===== src/rtl/id_ex_reg_pkg.sv =====
// Shared RV32I ID/EX definitions: control-bundle layout, field widths,
// NOP constants and the per-edge register action decode.
package id_ex_reg_pkg;

  localparam int CTRL_W     = 7;
  localparam int ALU_OP_W   = 4;
  localparam int FUNCT3_W   = 3;
  localparam int REG_IDX_W  = 5;

  // Bit positions inside the control bundle, MSB first as presented by ID.
  localparam int CTRL_REG_WRITE = 6;
  localparam int CTRL_MEM_READ  = 5;
  localparam int CTRL_MEM_WRITE = 4;
  localparam int CTRL_MEM_TO_REG = 3;
  localparam int CTRL_ALU_SRC   = 2;
  localparam int CTRL_BRANCH    = 1;
  localparam int CTRL_JUMP      = 0;

  localparam logic [CTRL_W-1:0]    NOP_CTRL   = '0;
  localparam logic [ALU_OP_W-1:0]  NOP_ALU_OP = '0;
  localparam logic [FUNCT3_W-1:0]  NOP_FUNCT3 = '0;
  localparam logic [REG_IDX_W-1:0] NOP_REG    = '0;

  typedef struct packed {
    logic                 valid;
    logic [REG_IDX_W-1:0] rs1;
    logic [REG_IDX_W-1:0] rs2;
    logic [REG_IDX_W-1:0] rd;
    logic [FUNCT3_W-1:0]  funct3;
    logic [ALU_OP_W-1:0]  alu_op;
    logic [CTRL_W-1:0]    ctrl;
  } ex_fields_t;

  localparam ex_fields_t NOP_FIELDS = '{
    valid:  1'b0,
    rs1:    NOP_REG,
    rs2:    NOP_REG,
    rd:     NOP_REG,
    funct3: NOP_FUNCT3,
    alu_op: NOP_ALU_OP,
    ctrl:   NOP_CTRL
  };

  typedef enum logic [1:0] {
    ACT_LOAD      = 2'd0,
    ACT_HOLD      = 2'd1,
    ACT_NOP_COUNT = 2'd2,
    ACT_NOP_QUIET = 2'd3
  } reg_action_t;

  // A taken branch beats a memory wait; an empty ID slot is not a hazard
  // bubble, so it loads a NOP without touching the performance counter.
  function automatic reg_action_t select_action(
    input logic flush,
    input logic stall,
    input logic bubble,
    input logic id_valid
  );
    reg_action_t act;
    if (flush)         act = ACT_NOP_COUNT;
    else if (stall)    act = ACT_HOLD;
    else if (bubble)   act = ACT_NOP_COUNT;
    else if (!id_valid) act = ACT_NOP_QUIET;
    else               act = ACT_LOAD;
    return act;
  endfunction

endpackage


===== src/rtl/id_ex_bypass.sv =====
// WB->ID write-through operand select for one register source.
// Register x0 is never bypassed since its value is hardwired to zero.
module id_ex_bypass
  import id_ex_reg_pkg::*;
#(
  parameter int XLEN      = 32,
  parameter bit WB_BYPASS = 1'b1
) (
  input  logic [REG_IDX_W-1:0] rs,
  input  logic [XLEN-1:0]      rf_data,
  input  logic                 wb_reg_write,
  input  logic [REG_IDX_W-1:0] wb_rd,
  input  logic [XLEN-1:0]      wb_data,
  output logic [XLEN-1:0]      data
);

  logic hit;

  always_comb begin
    hit  = wb_reg_write && (wb_rd != NOP_REG) && (wb_rd == rs);
    data = (WB_BYPASS && hit) ? wb_data : rf_data;
  end

endmodule


===== src/rtl/id_ex_reg.sv =====
// ID/EX pipeline register for the 5-stage RV32I core with stall, flush,
// load-use bubble insertion, WB write-through and a saturating bubble counter.
module id_ex_reg
  import id_ex_reg_pkg::*;
#(
  parameter int XLEN      = 32,
  parameter bit WB_BYPASS = 1'b1,
  parameter int CNT_W     = 16
) (
  input  logic                 clk,
  input  logic                 rst_n,
  input  logic                 stall,
  input  logic                 flush,
  input  logic                 bubble,
  input  logic                 id_valid,
  input  logic [XLEN-1:0]      id_pc,
  input  logic [XLEN-1:0]      id_rs1_data,
  input  logic [XLEN-1:0]      id_rs2_data,
  input  logic [XLEN-1:0]      id_imm,
  input  logic [REG_IDX_W-1:0] id_rs1,
  input  logic [REG_IDX_W-1:0] id_rs2,
  input  logic [REG_IDX_W-1:0] id_rd,
  input  logic [FUNCT3_W-1:0]  id_funct3,
  input  logic [ALU_OP_W-1:0]  id_alu_op,
  input  logic [CTRL_W-1:0]    id_ctrl,
  input  logic                 wb_reg_write,
  input  logic [REG_IDX_W-1:0] wb_rd,
  input  logic [XLEN-1:0]      wb_data,
  output logic                 ex_valid,
  output logic [XLEN-1:0]      ex_pc,
  output logic [XLEN-1:0]      ex_rs1_data,
  output logic [XLEN-1:0]      ex_rs2_data,
  output logic [XLEN-1:0]      ex_imm,
  output logic [REG_IDX_W-1:0] ex_rs1,
  output logic [REG_IDX_W-1:0] ex_rs2,
  output logic [REG_IDX_W-1:0] ex_rd,
  output logic [FUNCT3_W-1:0]  ex_funct3,
  output logic [ALU_OP_W-1:0]  ex_alu_op,
  output logic [CTRL_W-1:0]    ex_ctrl,
  output logic [CNT_W-1:0]     bubble_cnt
);

  reg_action_t     action;
  ex_fields_t      id_fields;
  ex_fields_t      ex_fields;
  logic [XLEN-1:0] rs1_sel;
  logic [XLEN-1:0] rs2_sel;
  logic [XLEN-1:0] pc_q;
  logic [XLEN-1:0] rs1_data_q;
  logic [XLEN-1:0] rs2_data_q;
  logic [XLEN-1:0] imm_q;
  logic [CNT_W-1:0] cnt_q;

  id_ex_bypass #(.XLEN(XLEN), .WB_BYPASS(WB_BYPASS)) u_bypass_rs1 (
    .rs           (id_rs1),
    .rf_data      (id_rs1_data),
    .wb_reg_write (wb_reg_write),
    .wb_rd        (wb_rd),
    .wb_data      (wb_data),
    .data         (rs1_sel)
  );

  id_ex_bypass #(.XLEN(XLEN), .WB_BYPASS(WB_BYPASS)) u_bypass_rs2 (
    .rs           (id_rs2),
    .rf_data      (id_rs2_data),
    .wb_reg_write (wb_reg_write),
    .wb_rd        (wb_rd),
    .wb_data      (wb_data),
    .data         (rs2_sel)
  );

  always_comb begin
    action           = select_action(flush, stall, bubble, id_valid);
    id_fields        = NOP_FIELDS;
    id_fields.valid  = 1'b1;
    id_fields.rs1    = id_rs1;
    id_fields.rs2    = id_rs2;
    id_fields.rd     = id_rd;
    id_fields.funct3 = id_funct3;
    id_fields.alu_op = id_alu_op;
    id_fields.ctrl   = id_ctrl;
  end

  always_ff @(posedge clk or negedge rst_n) begin
    if (!rst_n) begin
      ex_fields  <= NOP_FIELDS;
      pc_q       <= '0;
      rs1_data_q <= '0;
      rs2_data_q <= '0;
      imm_q      <= '0;
    end else begin
      unique case (action)
        ACT_LOAD: begin
          ex_fields  <= id_fields;
          pc_q       <= id_pc;
          rs1_data_q <= rs1_sel;
          rs2_data_q <= rs2_sel;
          imm_q      <= id_imm;
        end
        ACT_HOLD: begin
          ex_fields  <= ex_fields;
          pc_q       <= pc_q;
          rs1_data_q <= rs1_data_q;
          rs2_data_q <= rs2_data_q;
          imm_q      <= imm_q;
        end
        default: begin
          ex_fields  <= NOP_FIELDS;
          pc_q       <= '0;
          rs1_data_q <= '0;
          rs2_data_q <= '0;
          imm_q      <= '0;
        end
      endcase
    end
  end

  // Performance counter survives flushes; it only clears on reset.
  always_ff @(posedge clk or negedge rst_n) begin
    if (!rst_n) begin
      cnt_q <= '0;
    end else if ((action == ACT_NOP_COUNT) && (cnt_q != {CNT_W{1'b1}})) begin
      cnt_q <= cnt_q + 1'b1;
    end
  end

  always_comb begin
    ex_valid    = ex_fields.valid;
    ex_rs1      = ex_fields.rs1;
    ex_rs2      = ex_fields.rs2;
    ex_rd       = ex_fields.rd;
    ex_funct3   = ex_fields.funct3;
    ex_alu_op   = ex_fields.alu_op;
    ex_ctrl     = ex_fields.ctrl;
    ex_pc       = pc_q;
    ex_rs1_data = rs1_data_q;
    ex_rs2_data = rs2_data_q;
    ex_imm      = imm_q;
    bubble_cnt  = cnt_q;
  end

endmodule

===== config.mk =====
export PLATFORM = sky130hd
export DESIGN_NAME = id_ex_reg
export DESIGN_NICKNAME = d
export VERILOG_FILES = /design/src/rtl/id_ex_reg_pkg.sv /design/src/rtl/id_ex_bypass.sv /design/src/rtl/id_ex_reg.sv
export SDC_FILE = /design/constraint.sdc
export NUM_CORES = 1
export LEC_CHECK = 0
export CORE_ASPECT_RATIO = 0.6
export CORE_MARGIN = 2
export CORE_UTILIZATION = 40
export CTS_BUF_LIST = sky130_fd_sc_hd__clkbuf_16
export DETAILED_ROUTE_END_ITERATION = 16
export PLACE_DENSITY = 0.84
export SKIP_CTS_REPAIR_TIMING = 1
export SYNTH_ARGS = -nofsm -noshare
export SYNTH_HDL_FRONTEND = slang
export SYNTH_SLANG_ARGS = --single-unit

===== constraint.sdc =====
create_clock -name clk -period 2.21 [get_ports clk]
set_input_delay 0.442 -clock clk [delete_from_list [all_inputs] [get_ports clk]]
set_output_delay 0.442 -clock clk [all_outputs]
set_load 0.005 [all_outputs]

# Yosys cells after proc, flatten, opt, wreduce, memory -nomap -nowiden
# Index checks and enable logic that the tools add are counted.
# word_totals
wordCells	35
output_inout_bits	174
regBits	174
input_bits	201
# op_classes
eq_ne	5
reduce_logical	6
addsub	1
mux	11
# ops
operator	count
$pmux 32 s2	4
$mux 32	2
$pmux 30 s2	1
$add 16x1->16 const B	1
$ne 16x16->1 const B	1
$eq 5x5->1	2
$mux 2	4
$reduce_bool 5->1	1
$logic_and 1x1->1	4
$eq 2x1->1 const B	1
$eq 2x2->1 const B	1
$logic_not 2->1	1

# Longest topological paths before layout
# logic_depth
depth_word	6
ltp_mapped	7
ltp_nobuf	5

# Hierarchy
# From an unflattened synthesis, not the netlist that was laid out.
# unflattened
cells_unflattened	515
area_unflattened_um2	7507.2
# by_module_without_submodules
mod	cells_each	n_inst	seq_area_each_um2	area_per_inst_um2
id_ex_reg	425	1	4354.2	6318.6
id_ex_bypass	45	2	0.0	594.3

# Worst setup path after synthesis
# No wires, ideal clock.
# synth_timing
path_kind	input to register
from	in wb_rd[0]
to	reg rs2_data_q[22] (netlist: ex_rs2_data[22])
n_path_buf	2
cell_stages	6
arrival_time_ns	1.637
slack_ns	0.447
setup_time_ns	0.126
t_required_ns	2.084
path_cell_list	nor4_2 a211oi_2 and2_4 buf_6 buf_8 a221o_1
# synth_via
elab_chain_cells	5
word_cells_on_any_way	6
cone_classes	1 x eq/ne; 2 x mux; 3 x reduce/logical
# synth_lines
element	line	rtl
start: declaration	id_ex_reg.sv:27	input logic [REG_IDX_W-1:0] wb_rd,
$reduce_bool 5->1	id_ex_bypass.sv:20	hit = wb_reg_write && (wb_rd != NOP_REG) && (wb_rd == rs);
$logic_and 1x1->1	id_ex_bypass.sv:20	
$logic_and 1x1->1 *	id_ex_bypass.sv:20	
$mux 32 *	id_ex_bypass.sv:21	data = (WB_BYPASS && hit) ? wb_data : rf_data;
$pmux 32 s2 *	id_ex_reg.sv:92	unique case (action)
end signal: assignment	id_ex_reg.sv:97	rs2_data_q <= rs2_sel;
end signal: assignment	id_ex_reg.sv:104	rs2_data_q <= rs2_data_q;
end: declaration	id_ex_reg.sv:50	logic [XLEN-1:0] rs2_data_q;
# Mark *: on every way between the ends. The rest lies on a longest branch, timed or not.
# A chain may end at the register's enable or synchronous reset.

# Worst setup path after layout
# layout_timing
from	reg cnt_q[12] (netlist: bubble_cnt[12])
to	out bubble_cnt[12]
# layout_lines
element	line	rtl
start: declaration	id_ex_reg.sv:52	logic [CNT_W-1:0] cnt_q;
start signal: assignment	id_ex_reg.sv:123	cnt_q <= cnt_q + 1'b1;
end: declaration	id_ex_reg.sv:40	output logic [CNT_W-1:0] bubble_cnt
# No word-level cell between the ends.

==> summary by stage <==
Timing
For the final routed database, the setup TNS stands at 0 ps. The max-slew violation count is 0. The period utilization is 85.8%.

The measured slew at the worst slew-check pin is 428 ps. Setup repair after global routing left no endpoint under its margin. Measured against its own limit, the worst slew margin works out to 71.0%. The final-report setup violation count is 0.

The total count of hold-check failures in the final report is 0. The clock period minus worst slack is 1900 ps. For this run, the top clock speed supported by timing is 0.527 GHz. For the final database, setup skew stands at 8.01 ps.

Floorplanning
The die span in x is 180 µm. In this run the vertical extent of the chip is 110 µm. In this run the standard cell core region covers 18200 µm². In this run the core area contains 38 standard-cell rows.

For this configuration, the core starts out at a cell density of 41.1%. The number of I/O pins is 375. The die footprint is 19800 µm².

Hold path
The min-delay analysis places its worst path in the category in2async.

Clocking
For the worst-skew pair, the clock arrives at the later sink with an insertion delay of 420 ps. The number of buffers created by CTS is 17. The total number of H-tree levels is 4.

The CTS tree is done. The maximum clock path buffer count is 2. The clock root buffer master is sky130_fd_sc_hd__clkbuf_16. The clock net in this run drives a total of 174 sinks. The CTS clock-pin slew for the worst setup and hold paths is 70 ps.

Worst setup path
The critical path is of the reg2out type. The worst reg-to-reg path cell count is 6. The launch instance of the worst register-to-register path is bubble_cnt[0]$_DFFE_PN0P_. The capturing element type of the critical path is an output port. The slack of the worst reg-to-reg path is 410 ps.

Data arrives at the worst endpoint at 1450 ps. In this run the worst path has a maximum fanout of 7. The cell family contributing the most delay on the critical path is buffers and inverters.

The worst register-to-register path ends at bubble_cnt[11]$_DFFE_PN0P_. The largest single stage delay on the critical path is 560 ps. The required time of the worst setup path is 1770 ps. The combined buffer and inverter count along the critical path is 1. The slowest stage of the critical path belongs to the cell sky130_fd_sc_hd__clkdlybuf4s50_1.

The startpoint kind of the worst setup timing path is a flip-flop. Walking the worst path, the cells encountered are clkdlybuf4s50_1.

Placed design
The placed standard-cell area is 11600 µm². The routability congestion estimate from global placement is 0.839. In this run, placement finished with an instance count of 1214. In this run the tool buffered the top-level ports with 374 buffer cells.

The HPWL after detailed placement is 19100 µm.

GRT
The wire length of the first global-routing pass is 39500 µm. The maximum number of pins on one net before global-route repair is 73. The number of global-route vias before repair came to 6887.

The initial antenna violation count is 0. For this run, the total global-route usage over all layers was measured as 25.9%. For this run the aggregate overflow at the end of global routing stands at 0.

Route
The detail route stage leaves a number of antenna-violating nets equal to 0. Detailed routing inserted a total of 6942 vias. The detailed-route wire length is 26200 µm.

The ratio of routed vias to standard cells is 5.57. The average routed wire per standard cell is 21.0 µm. The iteration-0 DRC count of the detailed router is 481.

The detailed-route DRC error count is 0. The first-pass iteration count of the detailed router is 6.

Synthesis
In this run the mean area of a mapped cell was 11.9 µm². The synthesized netlist contains 32 unique library cells. During synthesis, Yosys emitted a total of 0 warnings. The netlist area before placement is 7460 µm². The post-synthesis cell count is 629. The register area share after synthesis is 58.4%. The number of nets in the synthesized netlist is 831.

The post-synthesis sequential element count is 174.

Cells and area
The finished cells cover 12300 µm². The footprint of the flip-flops and latches is 4350 µm². The repair_antennas step left the layout with diodes totalling 0. Of the cells placed in the final design, the portion with a size suffix greater than 1 is 6.66%. The finished layout holds 1246 standard cells, fillers aside. For this run, the post-layout net count is 1196. After filler insertion, the fill cell instance count of the layout stands at 1327. Compared with the post-synthesis result, the final layout area differs by 64.3%. The multi-input combinational cells in the finished layout cover a total of 2790 µm².

Pwr
The clock group share of total power is 39.1%. Summed over all cells, the static leakage comes to 5.32 nW. The internal power summed over all cells is 6.03 mW. The share of total power in sequential cells is 44.4%.

The analysis attributes to net switching a power of 1.94 mW. Net switching is 24.3% of the power. The worst ir drop on vdd is 0.522 mV. Power spread over the standard cell area amounts to 651 nW/µm².

The combinational fraction of design power is 16.5%.

Flow run
Max-cap violations in this run came to 0.

Run status
The run finished with clean final reports.
[placed cells by master, fill, tap and decap left out, types with 6 or more instances in the layout]
master / synthesis / routed
sky130_fd_sc_hd__clkdlybuf4s50_1: 0 / 373
sky130_fd_sc_hd__dfrtp_1: 174 / 174
sky130_fd_sc_hd__a22o_1: 93 / 93
sky130_fd_sc_hd__nand2_1: 71 / 71
sky130_fd_sc_hd__a21oi_1: 64 / 64
sky130_fd_sc_hd__a221o_1: 64 / 64
sky130_fd_sc_hd__and2_1: 33 / 33
sky130_fd_sc_hd__buf_4: 0 / 19
sky130_fd_sc_hd__xor2_1: 18 / 18
sky130_fd_sc_hd__clkbuf_16: 0 / 17
sky130_fd_sc_hd__buf_12: 0 / 15
sky130_fd_sc_hd__xnor2_1: 6 / 6
sky130_fd_sc_hd__nor3_1: 6 / 6
[Yosys cell counts, drive strengths merged]
| cell type | instances | share of area (%) |
|---|---|---|
| nand3 | 2 | 0.13 |
| clkbuf | 31 | 1.6 |
| nand2 | 71 | 3.6 |
| or3 | 1 | 0.084 |
| xnor2 | 6 | 0.70 |
| ha | 1 | 0.17 |
| a221o | 64 | 8.6 |
| a21o | 1 | 0.10 |
| inv | 1 | 0.050 |
| nand4 | 4 | 0.34 |
| nor2b | 2 | 0.17 |
| nor2 | 4 | 0.20 |
| nor3b | 1 | 0.10 |
| nor4b | 4 | 0.47 |
| nor3 | 6 | 0.40 |
| a211oi | 2 | 0.34 |
| buf | 32 | 2.9 |
| a22o | 93 | 11 |
| and2 | 34 | 2.9 |
| mux2 | 2 | 0.30 |
| and4 | 4 | 0.47 |
| xor2 | 18 | 2.1 |
| dfrtp | 174 | 58 |
| nand2b | 1 | 0.084 |
| o2111ai | 1 | 0.12 |
| nor4 | 5 | 0.50 |
| a21oi | 64 | 4.3 |
[how the worst max path moves through the flow]
stage | start | slack (ps) | end | cells past startpoint
floorplan | wb_rd[0] | 450 | ex_rs2_data[22]$_DFFE_PN0P_ | 6
global placement | wb_rd[4] | -60 | ex_rs1_data[0]$_DFFE_PN0P_ | 7
detailed placement | wb_rd[4] | -100 | ex_rs2_data[23]$_DFFE_PN0P_ | 6
CTS | bubble_cnt[8]$_DFFE_PN0P_ | 310 | bubble_cnt[8] | 1
global route | wb_rd[4] | 240 | ex_rs2_data[19]$_DFFE_PN0P_ | 6
finish | bubble_cnt[12]$_DFFE_PN0P_ | 310 | bubble_cnt[12] | 1
[per-stage QoR]
stage,util [%],power [mW],worst slack (ps),hold WS (ps)
finish,67.5,7.97,314,480
global route,67.5,8.28,244,495
detailed placement,64.1,4.90,-95.2,368
floorplan,-,3.93,447,146
global placement,64.1,4.88,-58.5,369
CTS,67.4,8.03,310,-88.5
[cells by family (layout without fill, tap and decap cells)]
kind of cell	count (synthesis)	in the layout	synth area share, %
adders and majority gates	1	1	0.168
DFF	174	174	58.4
muxes	2	2	0.302
xor gates and xnor gates	24	24	2.82
AOI/OAI and AO/OA	225	225	24.4
and+or+nand+nor	139	139	9.41
buffers and inverters	64	441	4.53
[layer usage]
layer | GRT usage, % | vias to the layer above | share of wire, %
met5 | 0 | - | 0
met4 | 7.20 | 0 | 1.9
met3 | 6.76 | 42 | 7.9
met2 | 43.2 | 364 | 50
met1 | 33.8 | 3449 | 41
li1 | - | 3087 | -
[power groups by stage]
stage	sequential [mW]	combinational, mW	clock (mW)
2_1_floorplan	3.56	0.368	0
4_1_cts	3.53	1.32	3.17
5_1_grt	3.56	1.41	3.32
3_3_place_gp	3.58	1.30	0
3_5_place_dp	3.58	1.32	0
6_report	3.54	1.32	3.12
[sequential cells by signal, summed over array words and instances, names as in the netlist]
signal and cells:
ex_imm 32, ex_rs1 5, ex_valid 1, ex_ctrl 7, ex_rs2_data 32, ex_alu_op 4
ex_rs1_data 32, bubble_cnt 16, ex_rd 5, ex_funct3 3, ex_rs2 5, ex_pc 32
[final cells by class]
cell class	instances	area share (%)
well taps	240	2.45
repair buffers	409	34.3
multi-input cells	391	22.8
clock inverters	14	1.45
clock buffers	17	3.47
flip-flops and latches	174	35.5
inverters	1	0.0306
Note: power is estimated with default switching activity, not from simulation.
